**src/rtl/fp_pkg.sv**
```systemverilog
// Shared floating-point format constants and exponent-path flag bundle.
// Used by the multiplier and adder exponent datapaths.
package fp_pkg;

    localparam int FP16_EXP_W = 5;
    localparam int FP16_BIAS  = 15;
    localparam int FP32_EXP_W = 8;
    localparam int FP32_BIAS  = 127;
    localparam int FP64_EXP_W = 11;
    localparam int FP64_BIAS  = 1023;

    typedef struct packed {
        logic ovf;
        logic udf;
        logic special;
    } exp_flags_t;

endpackage

```
**src/rtl/exp_sat.sv**
```systemverilog
// Exponent select and classify: picks s or s+1, then saturates and flags.
// Purely combinational; shared by the multiplier and adder exponent paths.
module exp_sat
    import fp_pkg::*;
#(
    parameter int EXP_W = 5,
    parameter int EMAX  = (1 << EXP_W) - 1
) (
    input  logic [EXP_W+1:0] i_sum,
    input  logic [EXP_W+1:0] i_sum1,
    input  logic             i_inc,
    input  logic             i_zero,
    input  logic             i_inf,
    output logic [EXP_W-1:0] o_exp,
    output exp_flags_t       o_flags
);

    localparam logic [EXP_W+1:0] EMAX_W = (EXP_W + 2)'(EMAX);
    localparam logic [EXP_W-1:0] EMAX_E = EXP_W'(EMAX);

    logic [EXP_W+1:0] w_r;
    logic             w_neg;
    logic             w_ovf;
    logic             w_udf;

    assign w_r   = i_inc ? i_sum1 : i_sum;
    assign w_neg = w_r[EXP_W+1];
    assign w_ovf = !w_neg && (w_r >= EMAX_W);
    assign w_udf = w_neg || (w_r == '0);

    always_comb begin
        o_exp   = w_r[EXP_W-1:0];
        o_flags = '0;
        if (i_inf) begin
            o_exp           = EMAX_E;
            o_flags.special = 1'b1;
        end else if (i_zero) begin
            o_exp           = '0;
            o_flags.special = 1'b1;
        end else if (w_ovf) begin
            o_exp       = EMAX_E;
            o_flags.ovf = 1'b1;
        end else if (w_udf) begin
            o_exp       = '0;
            o_flags.udf = 1'b1;
        end
    end

endmodule

```
**src/rtl/exp_add_pipe.sv**
```systemverilog
// Two-stage exponent path for the FP multiplier: expA + expB - BIAS + inc.
// Stage 1 forms s and s+1, stage 2 selects and saturates; valid/ready stall.
module exp_add_pipe
    import fp_pkg::*;
#(
    parameter int EXP_W = 5,
    parameter int BIAS  = (1 << (EXP_W - 1)) - 1,
    parameter int EMAX  = (1 << EXP_W) - 1
) (
    input  logic             clk,
    input  logic             rst,
    input  logic             in_valid,
    output logic             in_ready,
    input  logic [EXP_W-1:0] expA,
    input  logic [EXP_W-1:0] expB,
    input  logic             inc,
    output logic             out_valid,
    input  logic             out_ready,
    output logic [EXP_W-1:0] exp,
    output logic             ovf,
    output logic             udf,
    output logic             special
);

    localparam int SW = EXP_W + 2;
    localparam logic [SW-1:0]    BIAS_W = SW'(BIAS);
    localparam logic [EXP_W-1:0] EMAX_E = EXP_W'(EMAX);

    typedef struct packed {
        logic [SW-1:0] sum;
        logic [SW-1:0] sum1;
        logic          inc;
        logic          za;
        logic          zb;
        logic          ia;
        logic          ib;
    } s1_t;

    logic             r_s1_valid;
    s1_t              r_s1;
    logic             r_s2_valid;
    logic [EXP_W-1:0] r_exp;
    exp_flags_t       r_flags;

    s1_t              w_s1_d;
    logic             w_adv1;
    logic             w_adv2;
    logic [EXP_W-1:0] w_exp;
    exp_flags_t       w_flags;

    assign w_adv2   = !r_s2_valid || out_ready;
    assign w_adv1   = !r_s1_valid || w_adv2;
    assign in_ready = w_adv1;

    // SW bits hold the full range, so s and s+1 never alias.
    always_comb begin
        w_s1_d.sum  = {2'b00, expA} + {2'b00, expB} - BIAS_W;
        w_s1_d.sum1 = w_s1_d.sum + SW'(1);
        w_s1_d.inc  = inc;
        w_s1_d.za   = (expA == '0);
        w_s1_d.zb   = (expB == '0);
        w_s1_d.ia   = (expA == EMAX_E);
        w_s1_d.ib   = (expB == EMAX_E);
    end

    exp_sat #(
        .EXP_W(EXP_W),
        .EMAX (EMAX)
    ) u_sat (
        .i_sum  (r_s1.sum),
        .i_sum1 (r_s1.sum1),
        .i_inc  (r_s1.inc),
        .i_zero (r_s1.za || r_s1.zb),
        .i_inf  (r_s1.ia || r_s1.ib),
        .o_exp  (w_exp),
        .o_flags(w_flags)
    );

    always_ff @(posedge clk) begin
        if (rst) begin
            r_s1_valid <= 1'b0;
            r_s1       <= '0;
            r_s2_valid <= 1'b0;
            r_exp      <= '0;
            r_flags    <= '0;
        end else begin
            if (w_adv1) begin
                r_s1_valid <= in_valid;
                if (in_valid) r_s1 <= w_s1_d;
            end
            if (w_adv2) begin
                r_s2_valid <= r_s1_valid;
                if (r_s1_valid) begin
                    r_exp   <= w_exp;
                    r_flags <= w_flags;
                end
            end
        end
    end

    assign out_valid = r_s2_valid;
    assign exp       = r_exp;
    assign ovf       = r_flags.ovf;
    assign udf       = r_flags.udf;
    assign special   = r_flags.special;

endmodule
```
**config.mk**
```make
export PLATFORM = sky130hd
export DESIGN_NAME = exp_add_pipe
export DESIGN_NICKNAME = d
export VERILOG_FILES = /design/src/rtl/fp_pkg.sv /design/src/rtl/exp_sat.sv /design/src/rtl/exp_add_pipe.sv
export SDC_FILE = /design/constraint.sdc
export NUM_CORES = 1
export LEC_CHECK = 0
export CORE_MARGIN = 2
export CORE_UTILIZATION = 48
export DETAILED_ROUTE_END_ITERATION = 10
export PLACE_DENSITY = 0.79
export SLEW_MARGIN = 20
export SYNTH_ARGS = -nofsm -noshare
export SYNTH_HDL_FRONTEND = slang
export SYNTH_SLANG_ARGS = --single-unit
```
**constraint.sdc**
```tcl
create_clock -name clk -period 2.12 [get_ports clk]
set_input_delay 0.318 -clock clk [delete_from_list [all_inputs] [get_ports clk]]
set_output_delay 0.318 -clock clk [all_outputs]
set_load 0.01 [all_outputs]
```
==> results_dict.tcl, run 1 <==
set metrics [dict create \
    crit_slowest_cell "clkdlybuf4s50_1" \
    cp_max_fo 3 \
    cpPeakStageDelay_ns 0.44 \
    routedWlPerCell_um 13.0 \
    drtPass1Iterations 4 \
    clk-insertion-delay-late_ns 0.33 \
    syn_nets 217 \
    synthArstFlopShare_pct 0 \
    p_leak_nw 0.889 \
    syn_to_final_growth_pct 38.0 \
    clk_pin_slew_ns 0.09 \
    fin_area_mm2 0.00218 \
    dpl.hpwl_um 2740 \
    cp_cell_sequence "clkdlybuf4s50_1, ha_1, ha_4, a211oi_4, o21ba_2, nor2_2, a311o_1, o211a_1" \
    core_area_mm2 0.00310 \
    drtIter0Drc 60 \
    num_vias 1530 \
    tritoncts "built" \
    placed_area_mm2 0.00201 \
    period_share_pct 95.4 \
    hold_buffers 0 \
    holdPathEnd "udf" \
    cts_max_level 2 \
    ios 25 \
    synth_most_common_cell "dfxtp_1" \
    hp-class "reg2reg" \
    yosys-top-cells-count "dfxtp_1 (29), nand2_1 (27), a21oi_1 (25), nor2_1 (22), ha_1 (10)" \
    status "complete, no violations" \
    fmax_mhz 495 \
    layout_setup_ws_ns 0.0985 \
    setup_viol 0 \
    synth_edf_count 0 \
    ys_warn_count 0 \
    synth_top_cell_area_share_pct 36.8 \
    vdd_drop_max_mv 0.298 \
    die_area_mm2 0.00376 \
    clock_skew_ns 0.00543 \
    maxSlewHeadroom_pct 64.6 \
    grt_pass1_wl_um 6250 \
    drv_slew 0 \
    cts_buffers 5 \
    end_kind "flip-flop" \
    synthesis.area_mm2 0.00158 \
    crit_family "compound AO/OA/AOI/OAI gates" \
    gp_congestion 0.794 \
    hold_depth 2 \
    crit_type "in2reg" \
    yosysTopAreaCell "dfxtp_1" \
    synthFlopType "dfxtp_1" \
    grt_usage_pct 23.1 \
    drive_gt1_share_pct 22.5 \
    hp-start "udf" \
    synth_cell_types 43 \
    grt_overflow 0 \
    worst-r2r-setup-slack_ns 0.58 \
    via_per_inst 5.39 \
    path_buf_inv 1 \
    pre_cts_slack_ns -0.579 \
    synth.yosys.seq_area_share_pct 36.8 \
    synthCells 191 \
    reg2reg_depth 6 \
    tightest_slew_ns 0.530 \
    antenna_found_initial 0 \
    diodes 0 \
    die_w_um 61.4 \
    final_nets 266 \
    power_density_mw_per_mm2 654 \
    ys_ff_latch 29 \
    clock-root-buffer "clkbuf_4" \
    worstPathRequired_ns 2.35 \
    r2r-start "r_s1_valid" \
    syn_avg_cell_area_um2 8.27 \
    port_buffers 24 \
    synth_area_leaders "dfxtp_1 (37%), a21oi_1 (7.9%), ha_1 (7.9%), nand2_1 (6.4%), nor2_1 (5.2%)" \
    r2r-end "r_s1[16]" \
    num_rows 20 \
    fin_crit_ns 2.02 \
    maxCapViolCount 0 \
    die_h_um 61.4 \
    final_hold_viol_count 0 \
    start_kind "primary input" \
    grt_max_degree 15 \
    arrival_ns 2.25 \
    route.detailed.drc 0 \
    grt_pass1_vias 1499 \
    cts.path.max_buffers 2 \
    drt_wl_total_um 3690 \
    final_util_pct 70.2 \
    cts_sinks 29 \
    start_util_pct 50.9 \
    ant_nets 0 \
]
## timing repair
| action | in CTS | in global routing |
|---|---|---|
| setup endpoints to repair | 7 | 7 |
| pin swaps | 8 | 6 |
| setup buffers | 2 | 0 |
| endpoints found under the hold margin | 0 | 0 |
| resized for setup | 12 | 9 |
## report_power, final
group | total, mW | switching, mW | internal [mW]
logic | 0.467 | 0.216 | 0.252
clock network | 0.335 | 0.179 | 0.156
registers | 0.622 | 0.0361 | 0.586
total | 1.42 | 0.431 | 0.994
## placed cells by master (no fill, tap or decap), types with 2 or more instances in the layout
cell and count:
nor2_1 21, or4_1 4, clkdlybuf4s50_1 18, buf_4 28
o311ai_0 4, dfxtp_1 29, xnor2_1 3, nand2_1 27
a21oi_2 2, ha_1 5, nor3_1 4, a21oi_1 24
o21ai_0 2, nor2_2 2, dlygate4sd2_1 5, or3_1 2
ha_4 5, and3_1 3, inv_1 8, nand4_1 3
clkbuf_4 5, a211oi_1 9
## logic make-up (layout without fill, tap and decap cells)
kind of cell	Yosys count	after routing	synth area share, %
buffers and inverters	19	68	5.86
and+or+nand+nor	77	77	24.2
AOI/OAI and AO/OA	50	50	20.8
xor gates and xnor gates	5	5	3.25
DFF	29	29	36.8
adders and majority gates	11	11	9.19
## layout make-up
type                            count  area (um2)
Clock buffer                        7        55.1
Multi-Input combinational cell    143        1010
Fill cell                         277         925
Inverter                            9        33.8
Tap cell                           44        55.1
Sequential cell                    29         581
Timing Repair Buffer               52         444
## flip-flops by register name, summed over array words and instances, names as in the netlist
register and count:
out_valid 1, exp 5, udf 1, r_s1_valid 1, r_s1 19, ovf 1
special 1
## stage by stage
stage	hold slack [ns]	total power [mW]	TNS (ns)	instances
finish	0.459	1.42	0	284
global route	0.479	1.52	-0.0244	284
CTS	0.460	1.40	0	284
detailed placement	0.448	1.05	-4.01	275
global placement	0.454	1.04	-3.25	275
floorplan	0.437	0.870	0	191
## worst max path at each step
| stage | startpoint | to | slack (ns) | cells past startpoint |
|---|---|---|---|---|
| 2_1_floorplan | expA[1] | r_s1[11] | 0.01 | 8 |
| 3_3_place_gp | expA[1] | r_s1[11] | -0.49 | 9 |
| 3_5_place_dp | expA[1] | r_s1[11] | -0.58 | 9 |
| 4_1_cts | expA[1] | r_s1[11] | 0.01 | 9 |
| 5_1_grt | expA[0] | r_s1[10] | -0.02 | 12 |
| 6_report | expB[3] | r_s1[11] | 0.1 | 8 |
## layer usage
layer / vias up / part of all wire, % / GRT usage, %
li1: 780 / - / -
met1: 689 / 41 / 24.4
met2: 43 / 50 / 40.6
met3: 18 / 3.9 / 5.46
met4: 0 / 5.1 / 15.5
met5: - / 0 / 0
## tightest hold or removal path, stage by stage (launching register included)
cell and delay [ns]:
dfxtp_1 0.31, nand2_1 0.05, a21oi_1 0.05
Note: power is estimated with default switching activity, not from simulation.
==> run 2: changes to the inputs <==
--- a/config.mk
+++ b/config.mk
@@ -9,6 +9,7 @@
 export CORE_UTILIZATION = 48
 export DETAILED_ROUTE_END_ITERATION = 10
 export PLACE_DENSITY = 0.79
+export SKIP_LAST_GASP = 1
 export SLEW_MARGIN = 20
 export SYNTH_ARGS = -nofsm -noshare
 export SYNTH_HDL_FRONTEND = slang
==> results of run 2 <==
Same layout as run 1: the final DEF is identical, and so are final timing and power.
